==> src/rtl/vga_sync_monitor.sv <==
// vga_sync_monitor
//   Receive-side VGA checker. Samples hs/vs/rgb on pix_ce, recovers the
//   active-area pixel coordinates, checks line/frame/sync widths against the
//   timing parameters, tracks lock, counts errors and produces a per-frame
//   pixel checksum.
//
//   Build option: define VGA_MON_CRC_EN to make frame_sum a CRC-16-CCITT
//   (poly 0x1021, init 0xFFFF, MSB-first over each 12-bit pixel) instead of
//   the default 16-bit additive sum. Ports and timing are identical.
//
//   Output handshake: pix_valid is a one-cycle qualifier with no ready path.
//   pix_x/pix_y/pix_rgb are meaningful only while pix_valid=1 and the sink
//   must take every pixel in the cycle it is presented.
//
//   state_dbg mirrors the lock FSM register (0=HUNT, 1=TRACK, 2=LOCKED).
module vga_sync_monitor #(
    parameter int   H_ACTIVE    = 640,
    parameter int   H_FP        = 16,
    parameter int   H_SYNC      = 96,
    parameter int   H_BP        = 48,
    parameter int   V_ACTIVE    = 480,
    parameter int   V_FP        = 10,
    parameter int   V_SYNC      = 2,
    parameter int   V_BP        = 33,
    parameter logic SYNC_POL    = 1'b0,
    parameter int   LOCK_FRAMES = 2
) (
    input  logic        clk,
    input  logic        rst,
    input  logic        pix_ce,
    input  logic        hs,
    input  logic        vs,
    input  logic [3:0]  red,
    input  logic [3:0]  green,
    input  logic [3:0]  blue,
    output logic [9:0]  pix_x,
    output logic [9:0]  pix_y,
    output logic        pix_valid,
    output logic [11:0] pix_rgb,
    output logic        locked,
    output logic        frame_done,
    output logic [15:0] frame_sum,
    output logic        err_hline,
    output logic        err_vframe,
    output logic [7:0]  err_cnt,
    output logic [1:0]  state_dbg
);

    localparam int H_TOTAL = H_ACTIVE + H_FP + H_SYNC + H_BP;
    localparam int V_TOTAL = V_ACTIVE + V_FP + V_SYNC + V_BP;

    // Counters hold the index of the last sampled pixel/line, so a correct
    // line ends with hcnt == H_TOTAL-1 when the next hsync edge arrives.
    localparam logic [9:0] H_LAST   = 10'(H_TOTAL - 1);
    localparam logic [9:0] V_LAST   = 10'(V_TOTAL - 1);
    localparam logic [9:0] H_SYNC_W = 10'(H_SYNC);
    localparam logic [9:0] V_SYNC_W = 10'(V_SYNC);
    localparam logic [9:0] H_START  = 10'(H_SYNC + H_BP);
    localparam logic [9:0] H_END    = 10'(H_SYNC + H_BP + H_ACTIVE);
    localparam logic [9:0] V_START  = 10'(V_SYNC + V_BP);
    localparam logic [9:0] V_END    = 10'(V_SYNC + V_BP + V_ACTIVE);
    localparam logic [9:0] CNT_MAX  = 10'h3FF;

`ifdef VGA_MON_CRC_EN
    localparam logic [15:0] ACC_INIT = 16'hFFFF;
`else
    localparam logic [15:0] ACC_INIT = 16'h0000;
`endif

    typedef enum logic [1:0] {
        HUNT   = 2'd0,
        TRACK  = 2'd1,
        LOCKED = 2'd2
    } state_t;

    state_t      state;
    logic [7:0]  good_cnt;

    logic        hs_q;
    logic        vs_q;
    logic [9:0]  hcnt;
    logic [9:0]  vcnt;
    logic [9:0]  hcnt_cur;
    logic [9:0]  vcnt_cur;

    logic        hs_on;
    logic        hs_was_on;
    logic        vs_on;
    logic        vs_was_on;
    logic        hs_rise;
    logic        hs_fall;
    logic        vs_rise;
    logic        vs_fall;

    logic        tracking;
    logic        in_active;
    logic        bad_h;
    logic        bad_v;

    logic [15:0] acc;
    logic [15:0] acc_next;
    logic [8:0]  err_sum;
    logic [7:0]  err_cnt_next;

`ifdef VGA_MON_CRC_EN
    // One CRC-16-CCITT update over a 12-bit pixel, MSB first.
    function automatic logic [15:0] crc_step(input logic [15:0] c, input logic [11:0] d);
        logic [15:0] r;
        r = c;
        for (int i = 11; i >= 0; i--) begin
            if (r[15] ^ d[i]) begin
                r = {r[14:0], 1'b0} ^ 16'h1021;
            end else begin
                r = {r[14:0], 1'b0};
            end
        end
        return r;
    endfunction
`endif

    assign state_dbg = state;

    // Sync edge detection and the counter values for the sample being taken now.
    always_comb begin
        hs_on     = (hs == SYNC_POL);
        hs_was_on = (hs_q == SYNC_POL);
        vs_on     = (vs == SYNC_POL);
        vs_was_on = (vs_q == SYNC_POL);

        hs_rise = pix_ce && hs_on && !hs_was_on;
        hs_fall = pix_ce && !hs_on && hs_was_on;
        vs_rise = pix_ce && vs_on && !vs_was_on;
        vs_fall = pix_ce && !vs_on && vs_was_on;

        // Horizontal position of this sample: 0 on the hsync edge, else +1 (saturating).
        if (hs_rise) begin
            hcnt_cur = 10'd0;
        end else if (hcnt == CNT_MAX) begin
            hcnt_cur = hcnt;
        end else begin
            hcnt_cur = hcnt + 10'd1;
        end

        // Line index of this sample: vsync edge clears, hsync edge advances.
        if (vs_rise) begin
            vcnt_cur = 10'd0;
        end else if (hs_rise && (vcnt != CNT_MAX)) begin
            vcnt_cur = vcnt + 10'd1;
        end else begin
            vcnt_cur = vcnt;
        end

        tracking  = (state != HUNT);
        in_active = (hcnt_cur >= H_START) && (hcnt_cur < H_END) &&
                    (vcnt_cur >= V_START) && (vcnt_cur < V_END);

        // Timing checks only mean something once a frame boundary has been seen.
        bad_h = tracking && ((hs_rise && (hcnt != H_LAST)) ||
                             (hs_fall && (hcnt_cur != H_SYNC_W)));
        bad_v = tracking && ((vs_rise && (vcnt != V_LAST)) ||
                             (vs_fall && (vcnt_cur != V_SYNC_W)));

        err_sum = {1'b0, err_cnt} + {8'h00, bad_h} + {8'h00, bad_v};
        if (err_sum[8]) begin
            err_cnt_next = 8'hFF;
        end else begin
            err_cnt_next = err_sum[7:0];
        end
    end

    // Checksum including the pixel being presented this cycle, so a pixel
    // that coincides with the closing vsync edge still lands in its frame.
    always_comb begin
        acc_next = acc;
        if (pix_valid) begin
`ifdef VGA_MON_CRC_EN
            acc_next = crc_step(acc, pix_rgb);
`else
            acc_next = acc + {4'h0, pix_rgb};
`endif
        end
    end

    // Input sampling, position counters and the registered pixel output stage.
    always_ff @(posedge clk) begin
        if (rst) begin
            hs_q      <= ~SYNC_POL;
            vs_q      <= ~SYNC_POL;
            hcnt      <= 10'd0;
            vcnt      <= 10'd0;
            pix_valid <= 1'b0;
            pix_x     <= 10'd0;
            pix_y     <= 10'd0;
            pix_rgb   <= 12'h000;
        end else begin
            pix_valid <= 1'b0;
            if (pix_ce) begin
                hs_q <= hs;
                vs_q <= vs;
                hcnt <= hcnt_cur;
                vcnt <= vcnt_cur;
                if (in_active && tracking) begin
                    pix_valid <= 1'b1;
                    pix_x     <= hcnt_cur - H_START;
                    pix_y     <= vcnt_cur - V_START;
                    pix_rgb   <= {red, green, blue};
                end
            end
        end
    end

    // Lock FSM with frame checksum capture, error pulses and saturating error count.
    always_ff @(posedge clk) begin
        if (rst) begin
            state      <= HUNT;
            good_cnt   <= 8'd0;
            locked     <= 1'b0;
            frame_done <= 1'b0;
            frame_sum  <= 16'h0000;
            acc        <= ACC_INIT;
            err_hline  <= 1'b0;
            err_vframe <= 1'b0;
            err_cnt    <= 8'd0;
        end else begin
            frame_done <= 1'b0;
            err_hline  <= bad_h;
            err_vframe <= bad_v;
            err_cnt    <= err_cnt_next;
            acc        <= acc_next;
            case (state)
                HUNT: begin
                    // First frame boundary: start measuring, nothing to report yet.
                    if (vs_rise) begin
                        state    <= TRACK;
                        good_cnt <= 8'd0;
                        acc      <= ACC_INIT;
                    end
                end
                TRACK, LOCKED: begin
                    if (bad_h || bad_v) begin
                        state    <= HUNT;
                        good_cnt <= 8'd0;
                        locked   <= 1'b0;
                        acc      <= ACC_INIT;
                    end else if (vs_rise) begin
                        frame_done <= 1'b1;
                        frame_sum  <= acc_next;
                        acc        <= ACC_INIT;
                        if (state == TRACK) begin
                            good_cnt <= good_cnt + 8'd1;
                            if (int'(good_cnt) + 1 >= LOCK_FRAMES) begin
                                state  <= LOCKED;
                                locked <= 1'b1;
                            end
                        end
                    end
                end
                default: begin
                    state  <= HUNT;
                    locked <= 1'b0;
                end
            endcase
        end
    end

endmodule
==> config.mk <==
export PLATFORM = sky130hd
export DESIGN_NAME = vga_sync_monitor
export DESIGN_NICKNAME = d
export VERILOG_FILES = /design/src/rtl/vga_sync_monitor.sv
export SDC_FILE = /design/constraint.sdc
export NUM_CORES = 1
export LEC_CHECK = 0
export ABC_AREA = 1
export CORE_MARGIN = 1.5
export CORE_UTILIZATION = 24
export DETAILED_ROUTE_END_ITERATION = 10
export SLEW_MARGIN = 20
export SYNTH_ARGS = -nofsm -noshare
export SYNTH_HDL_FRONTEND = slang
export SYNTH_SLANG_ARGS = --single-unit
export TNS_END_PERCENT = 20
==> constraint.sdc <==
create_clock -name clk -period 5.3 [get_ports clk]
set_clock_uncertainty 0.15 [all_clocks]
set_input_delay 0.795 -clock clk [delete_from_list [all_inputs] [get_ports clk]]
set_output_delay 0.795 -clock clk [all_outputs]
set_load 0.05 [all_outputs]
Word level (Yosys, flattened, before mapping)
Index checks and enable logic that the tools add are counted.
Widths: inputs -> output; s select.
{ "op_classes": {"n_lt_le_gt_ge": 5, "add_sub_neg": 9, "n_eq_ne": 12, "n_reduce_logical": 33, "muxes": 27, "bitwise": 8} }
{ "op_table": {"columns": ["cell", "count"], "rows": [
  ["$mux 16", 3],
  ["$mux 10", 4],
  ["$mux 8", 5],
  ["$pmux 16 s2", 1],
  ["$ne 10x10->1 const B", 3],
  ["$add 10x1->10 const B", 2],
  ["$lt 10x10->1 const B", 2],
  ["$logic_and 1x1->1", 19],
  ["$add 16x12->16", 1],
  ["$pmux 8 s2", 1],
  ["$reduce_and 4->1", 3],
  ["$eq 10x10->1 const B", 1],
  ["$ge 10x6->1 const B", 1],
  ["$ge 10x8->1 const B", 1],
  ["$mux 2", 5],
  ["$ne 10x2->1 const B", 1],
  ["$ne 10x7->1 const B", 1],
  ["$sub 10x6->10 const B", 1],
  ["$sub 10x8->10 const B", 1],
  ["$add 8x1->9", 1],
  ["$add 8x1->9 const B", 1],
  ["$add 9x1->9", 1],
  ["$ge 9x2->1 const B", 1],
  ["$ne 3x3->1 const B", 3],
  ["15 further kinds", 31]
]} }
{ "totals": {"inputBits": 17, "regBits": 109} }

Longest topological paths before layout
Gate-level depths: netlist (run 1).
{ "logic_depth": {"depth_word": 13, "depth_mapped": 26} }

Worst setup path after synthesis (run 1)
Ideal clock, no wire load.
{ "synth_timing": {"kind": "input-to-reg", "startpoint": "input port pix_ce", "endpoint": "register err_cnt[5]", "stages": 24, "t_required_ns": 5.093, "setup_time_ns": 0.057, "t_arrival_ns": 3.671, "path_buffers": 3, "path_slack_ns": 1.422, "path_cell_list": "buf_4 -> nand2_1 -> nor2_4 -> inv_2 -> buf_2 -> o211ai_1 -> inv_1 -> ha_1 -> nand2_1 -> nor2_1 -> nand2_1 -> nand2_1 -> nand2_2 -> nand2_4 -> buf_4 -> fa_1 -> inv_1 -> ha_1 -> nand3_1 -> and3b_1 -> nand3_1 -> o21ai_0 -> nand2_1 -> inv_1"} }
{ "synth_between": {"elab_chain_len": 11, "word_cells_on_any_way": 25, "classes_between": "2 x add/sub; 2 x eq/ne; 4 x mux; 17 x reduce/logical"} }
{ "synth_lines": {"columns": ["element", "line", "rtl"], "rows": [
  ["from (decl)", "30", "input logic pix_ce,"],
  ["$logic_and 1x1->1 (2 in a row)", "130", "hs_rise = pix_ce && hs_on && !hs_was_on;"],
  ["$logic_and 1x1->1", "147", "end else if (hs_rise && (vcnt != CNT_MAX)) begin"],
  ["$mux 10", "147", null],
  ["$mux 10 (*)", "145", "if (vs_rise) begin"],
  ["via vcnt_cur[1]", "84", "logic [9:0] vcnt_cur;"],
  ["$ne 10x2->1 (*)", "161", "(vs_fall && (vcnt_cur != V_SYNC_W)));"],
  ["$logic_and 1x1->1 (*)", "161", null],
  ["$logic_or 1x1->1 (*)", "160", "bad_v = tracking && ((vs_rise && (vcnt != V_LAST)) ||"],
  ["$logic_and 1x1->1 (*)", "160", null],
  ["$add 9x1->9 (*)", "163", "err_sum = {1'b0, err_cnt} + {8'h00, bad_h} + {8'h00, bad_v};"],
  ["$mux 8 (*)", "164", "if (err_sum[8]) begin"],
  ["to (signal assigned)", "228", "err_cnt <= err_cnt_next;"],
  ["to (decl)", "45", "output logic [7:0] err_cnt,"]
]} }
The timed path passes the listed nets; every way through them passes the cells marked *.
A chain may end at the register's enable or synchronous reset.

Worst setup path in the final report (run 1)
{ "layout_timing": {"startpoint": "input port pix_ce", "endpoint": "register err_cnt[5]"} }
{ "layout_between": {"elab_chain_len": 11, "word_cells_on_any_way": 25, "classes_between": "2 x add/sub; 2 x eq/ne; 4 x mux; 17 x reduce/logical"} }
{ "layout_lines": {"columns": ["element", "line"], "rows": [
  ["branches (longest 9 deep; another with $add 8x1->9)", null],
  ["$add 9x1->9 (*)", "163"],
  ["$mux 8 (*)", "164"]
]} }
Mark *: on every way between the ends.

==> results.sh, run 1 <==
export IMPL_fin_crit_sh_pct=81.9
export IMPL_drc_errors=0
export IMPL_ys_seq_area_share_pct=36.3
export IMPL_grt_pass1_vias=5060
export IMPL_area_growth_pct=22.9
export IMPL_syn_nets=885
export IMPL_maxSlewViolCount=0
export IMPL_pre_cts_ws_ns=0.569
export IMPL_grt_max_degree=65
export IMPL_synth_edff_count=0
export IMPL_cts_root_buffer="clkbuf_16"
export IMPL_port_buffer_count=79
export IMPL_p_int_mw=1.33
export IMPL_clk_pin_slew_ns=0.07
export IMPL_clkLatencyLatePin_ns=0.36
export IMPL_fin_nets=949
export IMPL_yosysTopAreaCell="dfxtp_1"
export IMPL_p_switching_mw=0.550
export IMPL_hp_class="flop to flop"
export IMPL_grt_overflow=0
export IMPL_cts_tree="done"
export IMPL_drt_iter0_markers=319
export IMPL_relSlewSlack_pct=43.6
export IMPL_start_util_pct=24.6
export IMPL_worst_setup_path_end_kind="flop"
export IMPL_drv_cap=0
export IMPL_grt_pass1_wl_um=25200
export IMPL_drt_pass1_iter_count=4
export IMPL_n_fill_cell=2654
export IMPL_die_w_um=161
export IMPL_holdBufCountCts=0
export IMPL_yosys_top_cells_area="dfxtp_1, nand2_1, nor2_1"
export IMPL_synth_main_ff_cell="dfxtp_1"
export IMPL_finalHoldViolations=0
export IMPL_start_kind="input port"
export IMPL_die_h_um=161
export IMPL_htreeDepth=3
export IMPL_synth_top_cell_area_share_pct=36.3
export IMPL_vias_per_cell=4.34
export IMPL_io_pins=80
export IMPL_grt_usage_pct=12.0
export IMPL_rows=57
export IMPL_peakVddDrop_v=0.000191
export IMPL_avgSynthCellArea_um2=7.16
export IMPL_finalSetupTns_ns=0
export IMPL_power_frac_clock_pct=38.3
export IMPL_finalPower_mw=1.88
export IMPL_power_leakage_nw=3.02
export IMPL_critPathArrivalTime_ns=4.50
export IMPL_ys_ff_latch=109
export IMPL_netSwitchingFraction_pct=29.2
export IMPL_rsz0062_at_grt="false"
export IMPL_multiInputGateArea_mm2=0.00334
export IMPL_die_area_mm2=0.0260
export IMPL_cts_sinks=109
export IMPL_powerDensity_mw_per_mm2=254
export IMPL_run_status="completed"
export IMPL_cp_data_required_time_ns=5.46
export IMPL_wire_per_inst_um=12.3
export IMPL_fin_ws_ns=0.961
export IMPL_clockBufferDepth=2
export IMPL_drive_above_1_share_pct=8.47
export IMPL_synth_most_common_cell="nand2_1"
export IMPL_numCtsBuffers=9
export IMPL_syn_inst=840
export IMPL_setup_viol=0
export IMPL_seqCellArea_mm2=0.00218
export IMPL_antenna_found_initial=0
export IMPL_postRouteAntennaNets=0
export IMPL_path_class="input port to flop"
export IMPL_syn_cell_area_mm2=0.00602
export IMPL_synth_cell_types=48
export IMPL_coreArea_mm2=0.0245
export IMPL_async_reset_ff_share_pct=0
export IMPL_cts_setup_buffers=0
export IMPL_synth_warnings=0
export IMPL_clock_fmax_ghz=0.230
export IMPL_worstMarginPinSlew_ns=0.846
export IMPL_seqPwrFrac_pct=46.2
export IMPL_gp_congestion=0.844
export IMPL_num_vias=5356
export IMPL_critPathMaxFanout=14
export IMPL_n_antenna_cell=0
export IMPL_ctsResizeCount=0
export IMPL_wl_um=15200
export IMPL_p_comb_share_pct=15.6
export IMPL_hpwlAfterDp_um=11500
export IMPL_fin_crit_ns=4.34
export IMPL_synth_common_cells="nand2_1, nor2_1, dfxtp_1"
worst max-delay path, cell delays in order:
cell and delay (ns):
clkdlybuf4s50_1 0.49, buf_4 0.18, nand2_2 0.07, nor2_4 0.19, inv_2 0.17, nor2_1 0.16
nand2_1 0.07, nand2_1 0.06, nand3_1 0.18, nand3_2 0.17, nor2_1 0.06, nand2_1 0.08
nand2_1 0.06, nand2_2 0.07, nand2_4 0.13, fa_1 0.40, inv_1 0.09, ha_1 0.18
nand3_1 0.11, and3b_1 0.29, nand3_1 0.20, o21ai_0 0.15, nand2_1 0.07, inv_1 0.06
logic make-up after synthesis:
family                     synth area share (%)
adders and majority gates                  6.07
xor gates and xnor gates                   4.37
and+or+nand+nor                            31.4
DFF                                        36.3
buffers and inverters                      8.30
muxes                                     0.665
AOI/OAI and AO/OA                          13.0
state kept, by name (all words and copies together), names as in the netlist:
name,cells
err_cnt,8
hs_q,1
locked,1
err_hline,1
pix_rgb,12
state_dbg,2
good_cnt,8
acc,16
vs_q,1
vcnt,10
frame_sum,16
pix_x,10
frame_done,1
hcnt,10
err_vframe,1
pix_valid,1
pix_y,10
per-stage QoR:
stage | instances | util [%] | cell area, um2 | hold WS (ns)
2_1_floorplan | 840 | - | 6020 | 0.301
3_3_place_gp | 1217 | 28.9 | 7080 | 0.308
3_5_place_dp | 1217 | 28.9 | 7080 | 0.311
4_1_cts | 1233 | 30.2 | 7390 | 0.322
5_1_grt | 1233 | 30.2 | 7390 | 0.342
6_report | 1233 | 30.2 | 7390 | 0.322
power groups by stage:
stage	clock [mW]	combinational, mW	sequential [mW]
after floorplan	0	0.195	0.912
after global placement	0	0.296	0.887
after detailed placement	0	0.296	0.887
after CTS	0.744	0.297	0.868
after global routing	0.776	0.331	0.871
final	0.720	0.293	0.868
cell type report:
type	instances	area share, %
Multi-Input combinational cell	613	45.1
Timing Repair Buffer	84	11.2
Tap cell	324	5.48
Inverter	87	4.42
Sequential cell	109	29.5
Clock inverter	6	1.03
Clock buffer	10	3.23
worst paths after layout:
check	startpoint	to	slack, ns	cells past startpoint
min reg2reg	frame_sum[15]$_SDFFE_PP0P_	frame_sum[15]$_SDFFE_PP0P_	0.32	2
max	pix_ce	err_cnt[5]$_SDFF_PP0_	0.96	24
max reg2reg	vcnt[1]$_SDFFE_PP0P_	err_cnt[5]$_SDFF_PP0_	1.35	23
min	frame_sum[15]$_SDFFE_PP0P_	frame_sum[15]$_SDFFE_PP0P_	0.32	2
routing by layer:
| layer | vias to the layer above | wire length, um | global-route usage, % | share of wire [%] |
|---|---|---|---|---|
| li1 | 2821 | - | - | - |
| met1 | 2427 | 6910 | 14.5 | 45 |
| met2 | 92 | 7400 | 21.3 | 49 |
| met3 | 16 | 649 | 2.57 | 4.3 |
| met4 | 0 | 267 | 3.83 | 1.8 |
| met5 | - | 0 | 0 | 0 |
layout by cell type, fill, tap and decap left out, types with 2 or more instances in the layout:
cell,instances
a21o_1,2
a21oi_1,48
a21oi_2,11
a31oi_1,4
and2_1,10
buf_4,5
clkbuf_16,9
clkdlybuf4s50_1,79
clkinv_1,2
dfxtp_1,109
fa_1,2
ha_1,26
inv_1,78
inv_2,7
inv_6,3
mux2i_1,4
nand2_1,173
nand2_2,12
nand2_4,2
nand3_1,54
nand3_2,5
nand3_4,5
nand3b_1,2
nand4_1,10
nor2_1,123
nor2_2,5
nor2_4,4
nor3_1,3
o21ai_0,50
o21ai_1,13
xnor2_1,11
xor2_1,19
No activity file was read; power rests on OpenSTA's default activity.
==> run 2, diff against run 1 <==
==> constraint.sdc (replaced) <==
create_clock -name clk -period 4.5 [get_ports clk]
set_clock_uncertainty 0.15 [all_clocks]
set_input_delay 0.675 -clock clk [delete_from_list [all_inputs] [get_ports clk]]
set_output_delay 0.675 -clock clk [all_outputs]
set_load 0.05 [all_outputs]
==> run 2 against run 1 <==
Net effect: global-route usage is 0.22 points higher; cell count is 0.81% higher; largest power group unchanged; sequential power is 18% higher; register-to-register slack worse by 0.71 ns; utilization is 0.29 points higher; combinational power is 22% higher; hold slack worse by 0.0041 ns; critical path type unchanged; sequential share of layout area is 0.28 points lower.
==> results.sh, run 2 (synthesis results as in run 1) <==
export IMPL_powerDensity_mw_per_mm2=299
export IMPL_p_switching_mw=0.668
export IMPL_fin_nets=959
export IMPL_cp_data_required_time_ns=4.65
export IMPL_drv_cap=0
export IMPL_fin_util_pct=30.5
export IMPL_wl_um=15600
export IMPL_stdcell_count=1243
export IMPL_seqPwrFrac_pct=45.8
export IMPL_die_area_mm2=0.0260
export IMPL_vias_per_cell=4.39
export IMPL_peakVddDrop_v=0.000171
export IMPL_dpl_cell_count=1227
export IMPL_die_h_um=161
export IMPL_grt_usage_pct=12.3
export IMPL_htreeDepth=3
export IMPL_fin_area_mm2=0.00746
export IMPL_run_status="completed"
export IMPL_p_comb_share_pct=16.0
export IMPL_grt_pass1_vias=5160
export IMPL_cts_sinks=109
export IMPL_postRouteAntennaNets=0
export IMPL_hpwlAfterDp_um=11700
export IMPL_power_leakage_nw=3.06
export IMPL_grt_pass1_wl_um=25700
export IMPL_place_area_mm2=0.00715
export IMPL_area_growth_pct=24.0
export IMPL_grt_max_degree=40
export IMPL_min_from="frame_sum[12]$_SDFFE_PP0P_"
export IMPL_ctsResizeCount=0
export IMPL_hp_class="flop to flop"
export IMPL_wire_per_inst_um=12.6
export IMPL_reg_largest_list="acc x16, frame_sum x16, pix_rgb x12"
export IMPL_worstMarginPinSlew_ns=0.877
export IMPL_maxSlewViolCount=0
export IMPL_fin_crit_ns=3.92
export IMPL_rsz0062_at_grt="false"
export IMPL_netSwitchingFraction_pct=30.0
export IMPL_drc_errors=0
export IMPL_start_util_pct=24.6
export IMPL_worst_setup_path_end_kind="flop"
export IMPL_crit_path_start="pix_ce"
export IMPL_critPathMaxFanout=12
export IMPL_holdBufCountCts=0
export IMPL_multiInputGateArea_mm2=0.00334
export IMPL_drt_iter0_markers=368
export IMPL_finalPower_mw=2.23
export IMPL_fin_ws_ns=0.584
export IMPL_fin_crit_sh_pct=87.0
export IMPL_die_w_um=161
export IMPL_mostFrequentLayoutCells="nand2_1, nor2_1, dfxtp_1"
export IMPL_mostFrequentLayoutCell="nand2_1"
export IMPL_antenna_found_initial=0
export IMPL_start_kind="input port"
export IMPL_setup_viol=0
export IMPL_critPathArrivalTime_ns=4.07
export IMPL_clockBufferDepth=2
export IMPL_power_frac_clock_pct=38.2
export IMPL_cts_root_buffer="clkbuf_16"
export IMPL_grt_overflow=0
export IMPL_coreArea_mm2=0.0245
export IMPL_clock_fmax_ghz=0.255
export IMPL_rows=57
export IMPL_path_class="input port to flop"
export IMPL_relSlewSlack_pct=41.4
export IMPL_io_pins=80
export IMPL_min_path_cells=2
export IMPL_n_antenna_cell=0
export IMPL_n_fill_cell=2637
export IMPL_drt_pass1_iter_count=4
export IMPL_hold_end="frame_sum[12]$_SDFFE_PP0P_"
export IMPL_drive_above_1_share_pct=9.47
export IMPL_r2r_cells=24
export IMPL_rr_endpoint="err_cnt[5]$_SDFF_PP0_"
export IMPL_gp_congestion=0.852
export IMPL_clk_pin_slew_ns=0.07
export IMPL_cts_setup_buffers=0
export IMPL_whs_ns=0.318
export IMPL_finalSetupTns_ns=0
export IMPL_port_buffer_count=79
export IMPL_p_int_mw=1.56
export IMPL_clkLatencyLatePin_ns=0.36
export IMPL_worst_r2r_setup_slack_ns=0.64
export IMPL_finalHoldViolations=0
export IMPL_cts_tree="done"
export IMPL_numCtsBuffers=9
export IMPL_num_vias=5455
export IMPL_pre_cts_ws_ns=0.248
export IMPL_seqCellArea_mm2=0.00218
export IMPL_rr_startpoint="hcnt[0]$_SDFFE_PP0P_"
[run 2: layer usage]
layer / vias up / track usage [%] / part of all wire [%]
met2: 85 / 21.6 / 50
li1: 2853 / - / -
met5: - / 0 / 0
met1: 2498 / 14.9 / 45
met3: 19 / 2.82 / 3.8
met4: 0 / 3.37 / 1.4
[run 2: cell type report]
type,count,share of cell area (%)
Sequential cell,109,29.2
Clock inverter,7,1.14
Clock buffer,9,3.02
Timing Repair Buffer,94,12.1
Multi-Input combinational cell,613,44.7
Inverter,87,4.37
Tap cell,324,5.43
[run 2: power by group through the flow]
| stage | Combinational (mW) | Sequential [mW] | Clock, mW |
|---|---|---|---|
| 5_1_grt | 0.400 | 1.03 | 0.919 |
| 3_3_place_gp | 0.357 | 1.05 | 0 |
| 6_report | 0.357 | 1.02 | 0.851 |
| 4_1_cts | 0.362 | 1.02 | 0.880 |
| 2_1_floorplan | 0.229 | 1.07 | 0 |
| 3_5_place_dp | 0.359 | 1.05 | 0 |
[run 2: how the worst max path moves through the flow]
stage,slack [ns],cells past startpoint,end
2_1_floorplan,0.74,24,err_cnt[5]$_SDFF_PP0_
3_3_place_gp,0.30,24,err_cnt[5]$_SDFF_PP0_
3_5_place_dp,0.25,24,err_cnt[5]$_SDFF_PP0_
4_1_cts,0.60,24,err_cnt[5]$_SDFF_PP0_
5_1_grt,0.21,24,err_cnt[5]$_SDFF_PP0_
6_report,0.58,24,err_cnt[5]$_SDFF_PP0_
[run 2: critical path: stages]
cell,delay (ns)
clkdlybuf4s50_1,0.54
nand2_2,0.08
nor2_4,0.20
inv_2,0.16
nand2_1,0.12
inv_1,0.05
ha_1,0.17
inv_1,0.05
nor2_1,0.04
nand2_1,0.06
nor2_1,0.04
nand2_1,0.08
nand2_1,0.06
nand2_2,0.09
nand2_1,0.11
fa_1,0.41
inv_1,0.08
ha_1,0.18
nand3_1,0.11
and3b_1,0.28
nand3_1,0.22
o21ai_0,0.14
nand2_1,0.07
inv_1,0.06
==> run 3, diff against run 2 <==
--- a/config.mk
+++ b/config.mk
@@ -9,7 +9,7 @@
 export CORE_MARGIN = 1.5
 export CORE_UTILIZATION = 24
 export DETAILED_ROUTE_END_ITERATION = 10
-export SLEW_MARGIN = 20
+export REMOVE_ABC_BUFFERS = 1
 export SYNTH_ARGS = -nofsm -noshare
 export SYNTH_HDL_FRONTEND = slang
 export SYNTH_SLANG_ARGS = --single-unit
==> run 3 against run 2 <==
Net effect: setup slack worse by 0.0044 ns; largest power group unchanged; count of clock-buffer cells in the layout is 1 higher; highest routed layer unchanged; critical path depth stayed put; wire length is 0.46% higher; hold slack better by 0.0061 ns.
==> results.sh, run 3 (synthesis results as in run 1) <==
export IMPL_cts_setup_buffers=0
export IMPL_power_leakage_nw=3.05
export IMPL_multiInputGateArea_mm2=0.00334
export IMPL_die_w_um=161
export IMPL_start_util_pct=24.6
export IMPL_peakVddDrop_v=0.000196
export IMPL_critPathMaxFanout=12
export IMPL_mostFrequentLayoutCells="nand2_1, nor2_1, dfxtp_1"
export IMPL_setup_viol=0
export IMPL_clk_pin_slew_ns=0.08
export IMPL_ctsResizeCount=0
export IMPL_wl_met2_um=7430
export IMPL_fin_crit_ns=3.92
export IMPL_grt_pass1_vias=5275
export IMPL_drt_iter0_markers=360
export IMPL_worst_setup_path_end_kind="flop"
export IMPL_clockBufferDepth=2
export IMPL_finalSetupTns_ns=0
export IMPL_run_status="completed"
export IMPL_dpl_cell_count=1221
export IMPL_route_met3_wl_um=678
export IMPL_wl_um=15700
export IMPL_grt_max_degree=47
export IMPL_grt_usage_pct=12.5
export IMPL_grt_pass1_wl_um=26200
export IMPL_io_pins=80
export IMPL_whs_ns=0.324
export IMPL_rsz0062_at_grt="false"
export IMPL_die_area_mm2=0.0260
export IMPL_finalPower_mw=2.27
export IMPL_start_kind="input port"
export IMPL_antenna_found_initial=0
export IMPL_clock_fmax_ghz=0.255
export IMPL_fin_nets=953
export IMPL_worstMarginPinSlew_ns=0.890
export IMPL_drv_cap=0
export IMPL_powerDensity_mw_per_mm2=306
export IMPL_drive_above_1_share_pct=8.87
export IMPL_wire_per_inst_um=12.7
export IMPL_n_fill_cell=2638
export IMPL_clkLatencyLatePin_ns=0.36
export IMPL_drc_errors=0
export IMPL_seqCellArea_mm2=0.00218
export IMPL_drt_pass1_iter_count=4
export IMPL_htreeDepth=3
export IMPL_cts_sinks=109
export IMPL_postRouteAntennaNets=0
export IMPL_numCtsBuffers=9
export IMPL_rows=57
export IMPL_fin_util_pct=30.4
export IMPL_num_vias=5428
export IMPL_port_buffer_count=79
export IMPL_stdcell_count=1237
export IMPL_critPathArrivalTime_ns=4.08
export IMPL_gp_congestion=0.864
export IMPL_area_growth_pct=23.7
export IMPL_path_class="input port to flop"
export IMPL_cts_root_buffer="clkbuf_16"
export IMPL_n_antenna_cell=0
export IMPL_grt_overflow=0
export IMPL_hp_class="flop to flop"
export IMPL_mostFrequentLayoutCell="nand2_1"
export IMPL_cp_data_required_time_ns=4.66
export IMPL_reg_largest_list="acc x16, frame_sum x16, pix_rgb x12"
export IMPL_coreArea_mm2=0.0245
export IMPL_r2r_cells=24
export IMPL_holdBufCountCts=0
export IMPL_vias_per_cell=4.39
export IMPL_fin_crit_sh_pct=87.1
export IMPL_maxSlewViolCount=0
export IMPL_hpwlAfterDp_um=11300
export IMPL_min_path_cells=2
export IMPL_relSlewSlack_pct=40.6
export IMPL_wl_met1_um=7350
export IMPL_top_layer_used="met4"
export IMPL_finalHoldViolations=0
export IMPL_die_h_um=161
export IMPL_cts_tree="done"
[run 3: cell types whose count changed in the layout (fill, tap and decap cells not counted), sizes merged]
cell	delta
bufinv	+1
buf	-6
clkbuf	+1
clkinv	+2
inv	-4
[run 3: critical path, cell delays in order]
cell and delay [ns]:
clkdlybuf4s50_1 0.51, nand2_2 0.07, nor2_4 0.17, inv_2 0.15, nand2_1 0.18, inv_1 0.07
ha_1 0.18, inv_1 0.05, nor2_1 0.04, nand2_1 0.06, nor2_1 0.04, nand2_1 0.06
nand2_1 0.05, nand2_2 0.11, nand2_1 0.10, fa_1 0.40, inv_1 0.08, ha_1 0.18
nand3_1 0.11, and3b_1 0.28, nand3_1 0.23, o21ai_0 0.15, nand2_1 0.07, inv_1 0.07
[run 3: cell type report]
class | instances | share of cell area (%)
Sequential cell | 109 | 29.3
Inverter | 87 | 4.39
Clock buffer | 10 | 3.21
Timing Repair Buffer | 88 | 11.5
Clock inverter | 6 | 1.26
Multi-Input combinational cell | 613 | 44.8
Tap cell | 324 | 5.45
[run 3: metrics by stage]
step / setup WS (ns) / area (um2)
global placement: 0.279 / 7110
global route: 0.281 / 7440
floorplan: 1.02 / 5850
detailed placement: 0.203 / 7110
CTS: 0.585 / 7440
finish: 0.580 / 7440
[run 3: worst paths after layout]
kind | startpoint | end | slack (ns)
setup / recovery | pix_ce | err_cnt[5]$_SDFF_PP0_ | 0.58
hold / removal | frame_sum[15]$_SDFFE_PP0P_ | frame_sum[15]$_SDFFE_PP0P_ | 0.32
setup reg to reg | hcnt[0]$_SDFFE_PP0P_ | err_cnt[5]$_SDFF_PP0_ | 0.65
hold reg to reg | frame_sum[15]$_SDFFE_PP0P_ | frame_sum[15]$_SDFFE_PP0P_ | 0.32
[run 3: routing by layer]
| layer | up-vias | track usage, % |
|---|---|---|
| li1 | 2834 | - |
| met1 | 2476 | 15.5 |
| met2 | 102 | 21.4 |
| met3 | 16 | 2.80 |
| met4 | 0 | 4.00 |
| met5 | - | 0 |
[run 3: where the power goes]
group	internal (mW)	switching (mW)	leakage (nW)
sequential	0.995	0.0272	0.882
clock	0.510	0.392	0.165
combinational	0.117	0.233	2.00
